File: src/rtl/mem_lsq_station.sv
// Load/store reservation station: in-order head issue, a store queue that forwards
// to younger loads, and one cache request register shared by committed stores and loads.
module mem_lsq_station #(
   parameter int RS_DEPTH = 8,
   parameter int SQ_DEPTH = 8,
   parameter int TAG_BITS = 4,
   parameter int ADDR_W   = 32,
   parameter int DATA_W   = 32,
   parameter int N_CDB    = 2
) (
   input  logic                       clk,
   input  logic                       rst_n,
   input  logic                       flush,
   input  logic                       alloc_valid,
   output logic                       alloc_ready,
   input  logic                       alloc_is_store,
   input  logic [TAG_BITS-1:0]        alloc_tag,
   input  logic [ADDR_W-1:0]          alloc_offset,
   input  logic                       alloc_base_rdy,
   input  logic [DATA_W-1:0]          alloc_base_val,
   input  logic [TAG_BITS-1:0]        alloc_base_tag,
   input  logic                       alloc_data_rdy,
   input  logic [DATA_W-1:0]          alloc_data_val,
   input  logic [TAG_BITS-1:0]        alloc_data_tag,
   input  logic [N_CDB-1:0]           cdb_valid,
   input  logic [N_CDB*TAG_BITS-1:0]  cdb_tag,
   input  logic [N_CDB*DATA_W-1:0]    cdb_data,
   output logic                       st_done_valid,
   output logic [TAG_BITS-1:0]        st_done_tag,
   input  logic                       commit_st,
   output logic                       dc_req_valid,
   input  logic                       dc_req_ready,
   output logic                       dc_req_write,
   output logic [ADDR_W-1:0]          dc_req_addr,
   output logic [DATA_W-1:0]          dc_req_data,
   output logic [TAG_BITS-1:0]        dc_req_tag,
   output logic                       fwd_valid,
   output logic [TAG_BITS-1:0]        fwd_tag,
   output logic [DATA_W-1:0]          fwd_data,
   output logic [$clog2(RS_DEPTH):0]  rs_count,
   output logic [$clog2(SQ_DEPTH):0]  sq_count
);
   localparam int RPW = $clog2(RS_DEPTH);
   localparam int SPW = $clog2(SQ_DEPTH);

   typedef struct packed {
      logic                is_store;
      logic [TAG_BITS-1:0] tag;
      logic                addr_rdy;
      logic [TAG_BITS-1:0] base_tag;
      logic [ADDR_W-1:0]   addr;     // offset alone until the base arrives
      logic                data_rdy;
      logic [TAG_BITS-1:0] data_tag;
      logic [DATA_W-1:0]   data;
   } rs_entry_t;

   typedef struct packed {
      logic [ADDR_W-1:0] addr;
      logic [DATA_W-1:0] data;
   } sq_entry_t;

   rs_entry_t rs_mem [RS_DEPTH];
   sq_entry_t sq_mem [SQ_DEPTH];
   logic [RPW:0] rs_head, rs_tail;
   logic [SPW:0] sq_head, sq_tail, sq_cmt;   // sq_cmt: oldest uncommitted entry
   logic [RPW-1:0] rh;
   rs_entry_t alloc_e;
   logic rs_empty, sq_full, head_ok, fwd_hit;
   logic [DATA_W-1:0] fwd_val;
   logic [SPW-1:0] fidx, wr_idx;
   logic [SPW:0] cmt_cnt;
   logic req_load_en, wr_inflight, issue_wr, issue_ld, push_st, do_fwd, rs_pop;
   logic do_alloc, do_commit, wr_free;

   function automatic logic cdb_hit(input logic [TAG_BITS-1:0] t);
      logic hit;
      hit = 1'b0;
      for (int k = 0; k < N_CDB; k++)
         if (cdb_valid[k] && cdb_tag[k*TAG_BITS +: TAG_BITS] == t) hit = 1'b1;
      return hit;
   endfunction

   // Scanned high to low so the lowest-numbered matching port wins.
   function automatic logic [DATA_W-1:0] cdb_val(input logic [TAG_BITS-1:0] t);
      logic [DATA_W-1:0] v;
      v = '0;
      for (int k = N_CDB-1; k >= 0; k--)
         if (cdb_valid[k] && cdb_tag[k*TAG_BITS +: TAG_BITS] == t) v = cdb_data[k*DATA_W +: DATA_W];
      return v;
   endfunction

   assign rh          = rs_head[RPW-1:0];
   assign rs_count    = rs_tail - rs_head;
   assign sq_count    = sq_tail - sq_head;
   assign rs_empty    = (rs_head == rs_tail);
   assign alloc_ready = !((rs_head[RPW] != rs_tail[RPW]) && (rs_head[RPW-1:0] == rs_tail[RPW-1:0]));
   assign sq_full     = (sq_head[SPW] != sq_tail[SPW]) && (sq_head[SPW-1:0] == sq_tail[SPW-1:0]);

   always_comb begin
      // NOTE: every always_comb output gets a default first so no path can infer a latch.
      alloc_e          = '0;
      alloc_e.is_store = alloc_is_store;
      alloc_e.tag      = alloc_tag;
      alloc_e.base_tag = alloc_base_tag;
      alloc_e.data_tag = alloc_data_tag;
      alloc_e.addr_rdy = alloc_base_rdy | cdb_hit(alloc_base_tag);
      alloc_e.addr     = alloc_offset + ADDR_W'(alloc_base_rdy ? alloc_base_val : cdb_val(alloc_base_tag));
      alloc_e.data_rdy = alloc_data_rdy | cdb_hit(alloc_data_tag);
      alloc_e.data     = alloc_data_rdy ? alloc_data_val : cdb_val(alloc_data_tag);
   end

   // Oldest-to-youngest scan: a later (younger) match overwrites an earlier one.
   always_comb begin
      fwd_hit = 1'b0;
      fwd_val = '0;
      fidx    = '0;
      for (int i = 0; i < SQ_DEPTH; i++) begin
         fidx = sq_head[SPW-1:0] + SPW'(i);
         if ((SPW+1)'(i) < sq_count && sq_mem[fidx].addr[ADDR_W-1:2] == rs_mem[rh].addr[ADDR_W-1:2]) begin
            fwd_hit = 1'b1;
            fwd_val = sq_mem[fidx].data;
         end
      end
   end

   assign req_load_en = !dc_req_valid | dc_req_ready;
   assign wr_inflight = dc_req_valid & dc_req_write;
   assign wr_free     = wr_inflight & dc_req_ready;
   assign cmt_cnt     = sq_cmt - sq_head;
   // An in-flight write is always the SQ head, so the next candidate sits just behind it.
   assign wr_idx      = sq_head[SPW-1:0] + SPW'(wr_inflight);
   assign issue_wr    = req_load_en & (cmt_cnt > {{SPW{1'b0}}, wr_inflight});
   assign head_ok     = !rs_empty & !flush & rs_mem[rh].addr_rdy & (!rs_mem[rh].is_store | rs_mem[rh].data_rdy);
   assign push_st     = head_ok & rs_mem[rh].is_store & !sq_full;
   assign do_fwd      = head_ok & !rs_mem[rh].is_store & fwd_hit;
   assign issue_ld    = head_ok & !rs_mem[rh].is_store & !fwd_hit & req_load_en & !issue_wr;
   assign rs_pop      = push_st | do_fwd | issue_ld;
   assign do_alloc    = alloc_valid & alloc_ready & !flush;
   assign do_commit   = commit_st & (sq_cmt != sq_tail);

   always_ff @(posedge clk) begin
      if (!rst_n) begin
         rs_head       <= '0;
         rs_tail       <= '0;
         sq_head       <= '0;
         sq_tail       <= '0;
         sq_cmt        <= '0;
         st_done_valid <= 1'b0;
         st_done_tag   <= '0;
         fwd_valid     <= 1'b0;
         fwd_tag       <= '0;
         fwd_data      <= '0;
         dc_req_valid  <= 1'b0;
         dc_req_write  <= 1'b0;
         dc_req_addr   <= '0;
         dc_req_data   <= '0;
         dc_req_tag    <= '0;
      end else begin
         // NOTE: sequential state uses non-blocking assignments so every read sees pre-edge values.
         if (flush) begin
            rs_head <= '0;
            rs_tail <= '0;
            sq_tail <= sq_cmt + (SPW+1)'(do_commit);
         end else begin
            rs_head <= rs_head + (RPW+1)'(rs_pop);
            rs_tail <= rs_tail + (RPW+1)'(do_alloc);
            sq_tail <= sq_tail + (SPW+1)'(push_st);
         end
         sq_head       <= sq_head + (SPW+1)'(wr_free);
         sq_cmt        <= sq_cmt + (SPW+1)'(do_commit);
         st_done_valid <= push_st;
         st_done_tag   <= rs_mem[rh].tag;
         fwd_valid     <= do_fwd;
         fwd_tag       <= rs_mem[rh].tag;
         fwd_data      <= fwd_val;
         if (issue_wr) begin
            dc_req_valid <= 1'b1;
            dc_req_write <= 1'b1;
            dc_req_addr  <= sq_mem[wr_idx].addr;
            dc_req_data  <= sq_mem[wr_idx].data;
            dc_req_tag   <= '0;
         end else if (issue_ld) begin
            dc_req_valid <= 1'b1;
            dc_req_write <= 1'b0;
            dc_req_addr  <= rs_mem[rh].addr;
            dc_req_data  <= '0;
            dc_req_tag   <= rs_mem[rh].tag;
         end else if (req_load_en || (flush && !dc_req_write)) begin
            dc_req_valid <= 1'b0;
         end
      end
   end

   // NOTE: entry storage has no reset; pointers alone decide which entries are live.
   always_ff @(posedge clk) begin
      for (int i = 0; i < RS_DEPTH; i++) begin
         if (!rs_mem[i].addr_rdy && cdb_hit(rs_mem[i].base_tag)) begin
            rs_mem[i].addr_rdy <= 1'b1;
            rs_mem[i].addr     <= rs_mem[i].addr + ADDR_W'(cdb_val(rs_mem[i].base_tag));
         end
         if (!rs_mem[i].data_rdy && cdb_hit(rs_mem[i].data_tag)) begin
            rs_mem[i].data_rdy <= 1'b1;
            rs_mem[i].data     <= cdb_val(rs_mem[i].data_tag);
         end
      end
      if (do_alloc) rs_mem[rs_tail[RPW-1:0]] <= alloc_e;
      if (push_st) sq_mem[sq_tail[SPW-1:0]] <= '{addr: rs_mem[rh].addr, data: rs_mem[rh].data};
   end
endmodule

File: config.mk
export PLATFORM = sky130hd
export DESIGN_NAME = mem_lsq_station
export DESIGN_NICKNAME = d
export VERILOG_FILES = /design/src/rtl/mem_lsq_station.sv
export SDC_FILE = /design/constraint.sdc
export NUM_CORES = 2
export LEC_CHECK = 0
export CORE_ASPECT_RATIO = 1.5
export CORE_MARGIN = 4
export CORE_UTILIZATION = 60
export CTS_BUF_LIST = sky130_fd_sc_hd__clkbuf_16
export CTS_CLUSTER_DIAMETER = 40
export DETAILED_ROUTE_END_ITERATION = 7
export MAX_ROUTING_LAYER = met4
export PLACE_DENSITY = 0.78
export RECOVER_POWER = 100
export SKIP_CTS_REPAIR_TIMING = 1
export SYNTH_ARGS = -nofsm -noshare
export SYNTH_HDL_FRONTEND = slang
export SYNTH_SLANG_ARGS = --single-unit
File: constraint.sdc
create_clock -name clk -period 9.2 [get_ports clk]
set_clock_uncertainty 0.2 [all_clocks]
set_input_delay 1.38 -clock clk [delete_from_list [all_inputs] [get_ports clk]]
set_output_delay 1.38 -clock clk [all_outputs]
set_load 0.01 [all_outputs]
-- Word-level counts from Yosys, hierarchy flattened
Memories as Yosys holds them, arrays and structs flattened. A register that Yosys moved wholly into a read port is not among the register bits.
Index checks and enable logic that the tools add are counted.
Widths: inputs -> output; s select.
- input bits: 191
- RAM bits: 1144
- bits in read-only memories: 0
- word-level logic and storage cells: 370
- bits in latches: 0
- memories: 2
- bits in registers: 128
- output and inout bits: 121
- memories (memory ; words ; bits a word ; read ports ; clocked after Yosys merged registers in ; write ports ; RTL line ; source):
    rs_mem ; 8 ; 79 ; 9 ; 1 ; 9 ; 62 ; rs_entry_t rs_mem [RS_DEPTH];
    sq_mem ; 8 ; 64 ; 9 ; 1 ; 1 ; 63 ; sq_entry_t sq_mem [SQ_DEPTH];
- reduce and logical (&&, ||, !) cells: 93
- muxes and demuxes: 154
- bitwise gates (word level): 23
- eq/ne operators: 50
- add/subtract/negate cells: 25
- div/mod/pow operators: 0
- shifts and indexed selects: 0
- magnitude comparators: 9
- $mul: 0
- operators by type and width (operator ; number):
    $mux 32 ; 66
    $add 32x32->32 ; 9
    $eq 30x30->1 ; 8
    $eq 4x4->1 ; 37
    $mux 1 ; 85
    $logic_and 1x1->1 ; 63
    $logic_not 1->1 ; 25
    $add 4x1->4 ; 5
    $and 1x1->1 ; 16
    $lt 3x4->1 const A ; 4
    $add 3x3->3 const B ; 4
    $sub 4x4->4 ; 3
    $lt 1x4->1 const A ; 2
    $lt 2x4->1 const A ; 2
    $add 3x2->3 const B ; 2
    $eq 3x3->1 ; 2
    $mux 3 ; 2
    $or 1x1->1 ; 6
    $gt 4x1->1 ; 1
    $mux 4 ; 1
    $ne 4x4->1 ; 1
    $reduce_or 2->1 ; 2
    $add 3x1->3 ; 1
    $add 3x1->3 const B ; 1
    other kinds (5) ; 6

-- Logic depth before layout (Yosys ltp)
- depth after elaboration: 18
- mapped depth: 28

-- Least setup slack after synthesis
Ideal clock, no wire load.
- kind: register to register
- start point: register rs_head[1]
- end point: memory sq_mem[5][0] (netlist name) (enable)
- data arrival time: 7.635 ns
- required time: 8.422 ns
- slack: 0.787 ns
- path buffers: 5
- stages on the path, launching flop included: 13
- setup time: 0.578 ns
- path through: dfxtp_1 > buf_2 > buf_2 > clkbuf_1 > clkbuf_1 > buf_1 > inv_1 > ha_1 > and3_1 > a221oi_1 > and2_1 > nand2_1 > nor3b_1
- word-level cells in the longest chain between the ends: 9
- RTL lines (item ; RTL line ; source):
    start, declared ; 64 ; logic [RPW:0] rs_head, rs_tail;
    start signal, assigned ; 165 ; rs_head <= rs_head + (RPW+1)'(rs_pop);
    $eq 4x4->1 ; 95 ; assign rs_empty = (rs_head == rs_tail);
    $logic_not 1->1 ; 133 ; assign head_ok = !rs_empty & !flush & rs_mem[rh].addr_rdy & (!rs_mem[rh].is_store | rs_mem[rh].data_rdy);
    $and 1x1->1 (3 in a row) ; 133 ;
    $and 1x1->1 (2 in a row) ; 134 ; assign push_st = head_ok & rs_mem[rh].is_store & !sq_full;
    via push_st ; 72 ; logic req_load_en, wr_inflight, issue_wr, issue_ld, push_st, do_fwd, rs_pop;
    $mux 1 ; 207 ; if (push_st) sq_mem[sq_tail[SPW-1:0]] <= '{addr: rs_mem[rh].addr, data: rs_mem[rh].data};
    $mux 1 (implied by the code) ; 207 ;
    end, declared ; 63 ;
The timed path passes the listed nets, and every way through them passes these cells.

==> metrics <==
initial antenna violation count=26; CP startpoint kind=input port; Die W=about 340 um; Clock Pin Slew Worst Setup and Hold Paths=~60 ps; most common cell in the netlist=edfxtp_1; Mapped Nets=8987; first-pass GRT wire length=512 mm; Fin Hold WS=259 ps; CP Cell Sequence=dlygate4sd3_1 > buf_4 > xor2_1 > nor4_2 > clkbuf_1 > a22oi_1 > o21ai_0 > ha_1 > a21o_1 > a21o_1 > a21oi_1 > nand2b_1 > a21boi_0 > a41o_1 > a221oi_1 > o31ai_1 > a21oi_1 > xor2_1 > o21ai_0; unique cell type count in the Yosys netlist=88; Post-synth top flop=edfxtp_1; overall routed net length=352 mm; area delta synth->final=10.2%; vias per cell=about 7.5; area leader, netlist=edfxtp_1; cell row count=181; Mean Syn Cell Area=between 10 and 15 um^2; worst-case clock buffer depth=3; CTS buffer count=about 160; Total Routing Usage GR=42.1%; Slew Viols, Final=510; dpl ws=1380 ps; clock latency on the worst-skew pair=around 840 ps; type of the tightest min-delay check=reg2reg; CP endpoint kind=flip-flop; PwrDens=153 mW/mm^2; Slew @ Worst Pin=3340 ps; die height=502 um; Final TNS setup=0 ps; TritonCTS clock tree=done; Post-synth EDFFs=1128; Yosys warning total=0; Sink Count=1272; slew margin rel.=-123%; Setup Crit Path Kind=in2reg; share of the synthesized area in the top cell type=34.6%; reg2reg setup slack=1110 ps; crit-path max cell delay=1290 ps; Residual DRC=2; total vias in the final route=80238; initial DRC count=11967; Peak VDD IR=0.000184 V; H-tree depth=4; Antenna Nets Post-Route=0; outcome=complete, but fails checks; Async SR Flop Fraction=0%; Final Hold Fails=0; HPWL Detailed=236 mm; number of global-route vias before repair=79685; nets@finish=8966; #FFs+latches synth=1272; mapped cell area=0.0978 mm^2; failing checks=DRC, capacitance limit, slew limit; die footprint=between 0.15 and 0.2 mm^2; Slowest-stage cell, CP=clkbuf_1; Port-buffer cells=between 300 and 400; Critical Path RT=9500 ps; PnR worst setup slack=about 1100 ps; root buffer cell=clkbuf_16; commonest cells in the netlist=edfxtp_1 (1128), mux2i_1 (950), mux4_2 (761), nand2_1 (709), nor2_1 (651); sequential-to-total area share from yosys stat=roughly 38%; worst path arrival time=8430 ps; GRT overflow=0; Lkg Pwr=between 30 and 40 nW; worst-path maximum fanout=34; largest net degree at the start of global routing=108; drt first pass iters=8; WL per Instance=32.8 um; IO Count=approximately 310; starting density of the core=between 60% and 70%; Syn Inst Count=8480; Period minus WS final=between 8000 and 9000 ps; max-cap viol count=14; fin crit share=88.3%; RSZ-0062 raised after global routing=false; routability cong.=1.07; Final setup viols=0; fmax=123 MHz; Core Area=between 0.15 and 0.2 mm^2; share of layout cells above drive strength 1=17.0%; top cells by area, synth=edfxtp_1 (35%), mux4_2 (18%), mux2i_1 (9.7%), ha_1 (3.9%), xnor2_1 (3.1%)
[path summary, 6_finish.rpt]
path                                                endpoint                    startpoint  cells past startpoint
worst min-delay path            dc_req_data[21]$_SDFFE_PN0P_  dc_req_data[21]$_SDFFE_PN0P_                      1
worst min register to register  dc_req_data[21]$_SDFFE_PN0P_  dc_req_data[21]$_SDFFE_PN0P_                      1
worst max register to register  dc_req_addr[21]$_SDFFE_PN0P_         rs_head[0]$_SDFF_PP0_                     12
worst max-delay path                 rs_mem[5][64]$_DFFE_PP_                    cdb_tag[2]                     19
[per-layer routing]
layer	routed length [um]	share of wire, %	track usage [%]
met5	0	0	-
met1	112000	32	47.4
met2	163000	46	65.5
met4	30800	8.8	29.7
met3	45100	13	11.0
[state kept, by name, summed over array words and instances, names as in the netlist]
name           flops
dc_req_addr       32
dc_req_data       32
dc_req_tag         4
dc_req_valid       1
dc_req_write       1
fwd_data          32
fwd_tag            4
fwd_valid          1
rs_head            4
rs_mem           632
rs_tail            4
sq_cmt             4
sq_head            4
sq_mem           512
sq_tail            4
st_done_valid      1
[cells by family after synthesis]
| logic type | Yosys count | synth area share (%) |
|---|---|---|
| xor+xnor | 648 | 5.83 |
| simple gates | 1812 | 8.07 |
| fa+ha+maj | 316 | 4.14 |
| buf+inv | 840 | 3.77 |
| compound gates | 1782 | 11.9 |
| mux | 1810 | 28.7 |
| flops | 1272 | 37.6 |
[area by class of cell]
type / count / area (um^2)
fillers: 11900 / 54400
repair buffers: 541 / 4870
diodes: 26 / 65.1
multi-input cells: 6368 / 57600
flip-flops and latches: 1272 / 36800
inverters: 118 / 455
clock inverters: 134 / 1270
well taps: 2104 / 2630
clock buffers: 161 / 4030
[layout by cell type, fill, tap and decap left out, types with 40 or more instances in the layout]
| master | Yosys | routed |
|---|---|---|
| o211ai_1 | 43 | 43 |
| clkdlybuf4s50_1 | 0 | 176 |
| xnor2_1 | 349 | 348 |
| dfxtp_1 | 144 | 139 |
| mux4_2 | 761 | 761 |
| a21oi_1 | 433 | 433 |
| mux2_2 | 69 | 69 |
| nor3_1 | 68 | 68 |
| o22ai_1 | 268 | 268 |
| mux2i_1 | 950 | 950 |
| nand2_1 | 709 | 700 |
| dlygate4sd3_1 | 0 | 132 |
| nand4_1 | 52 | 52 |
| nor2_1 | 651 | 648 |
| ha_1 | 304 | 300 |
| a22oi_1 | 68 | 68 |
| buf_4 | 41 | 191 |
| o221ai_1 | 64 | 64 |
| nand3_1 | 44 | 42 |
| xor2_1 | 297 | 295 |
| inv_1 | 114 | 129 |
| clkbuf_16 | 0 | 161 |
| nor2b_1 | 61 | 60 |
| edfxtp_1 | 1128 | 1128 |
| a21o_1 | 102 | 102 |
| o21bai_1 | 40 | 40 |
| o21a_1 | 74 | 74 |
| o21ai_0 | 375 | 371 |
[worst max-delay path: cells and delay by family]
kind / cells / cell delay (ps)
fa+ha+maj: 1 / 400
simple gates: 2 / 510
buf+inv: 3 / 2190
compound gates: 11 / 2850
xor+xnor: 2 / 1100
[through the flow]
| stage | instances | power [mW] | area [um^2] | utilization [%] |
|---|---|---|---|---|
| 2_1_floorplan | 8480 | 8.99 | 97800 | - |
| 3_3_place_gp | 10403 | 10.3 | 103000 | 63.4 |
| 6_report | 10724 | 16.5 | 108000 | 66.4 |
| 5_1_grt | 10722 | 17.0 | 108000 | 66.4 |
| 3_5_place_dp | 10403 | 10.3 | 103000 | 63.4 |
| 4_1_cts | 10698 | 16.6 | 108000 | 66.7 |
[power breakdown]
group	switching (mW)	internal [mW]
sequential	0.182	6.48
clock	2.76	3.55
combinational	2.15	1.41
total	5.09	11.4
Note: power is estimated with default switching activity, not from simulation.
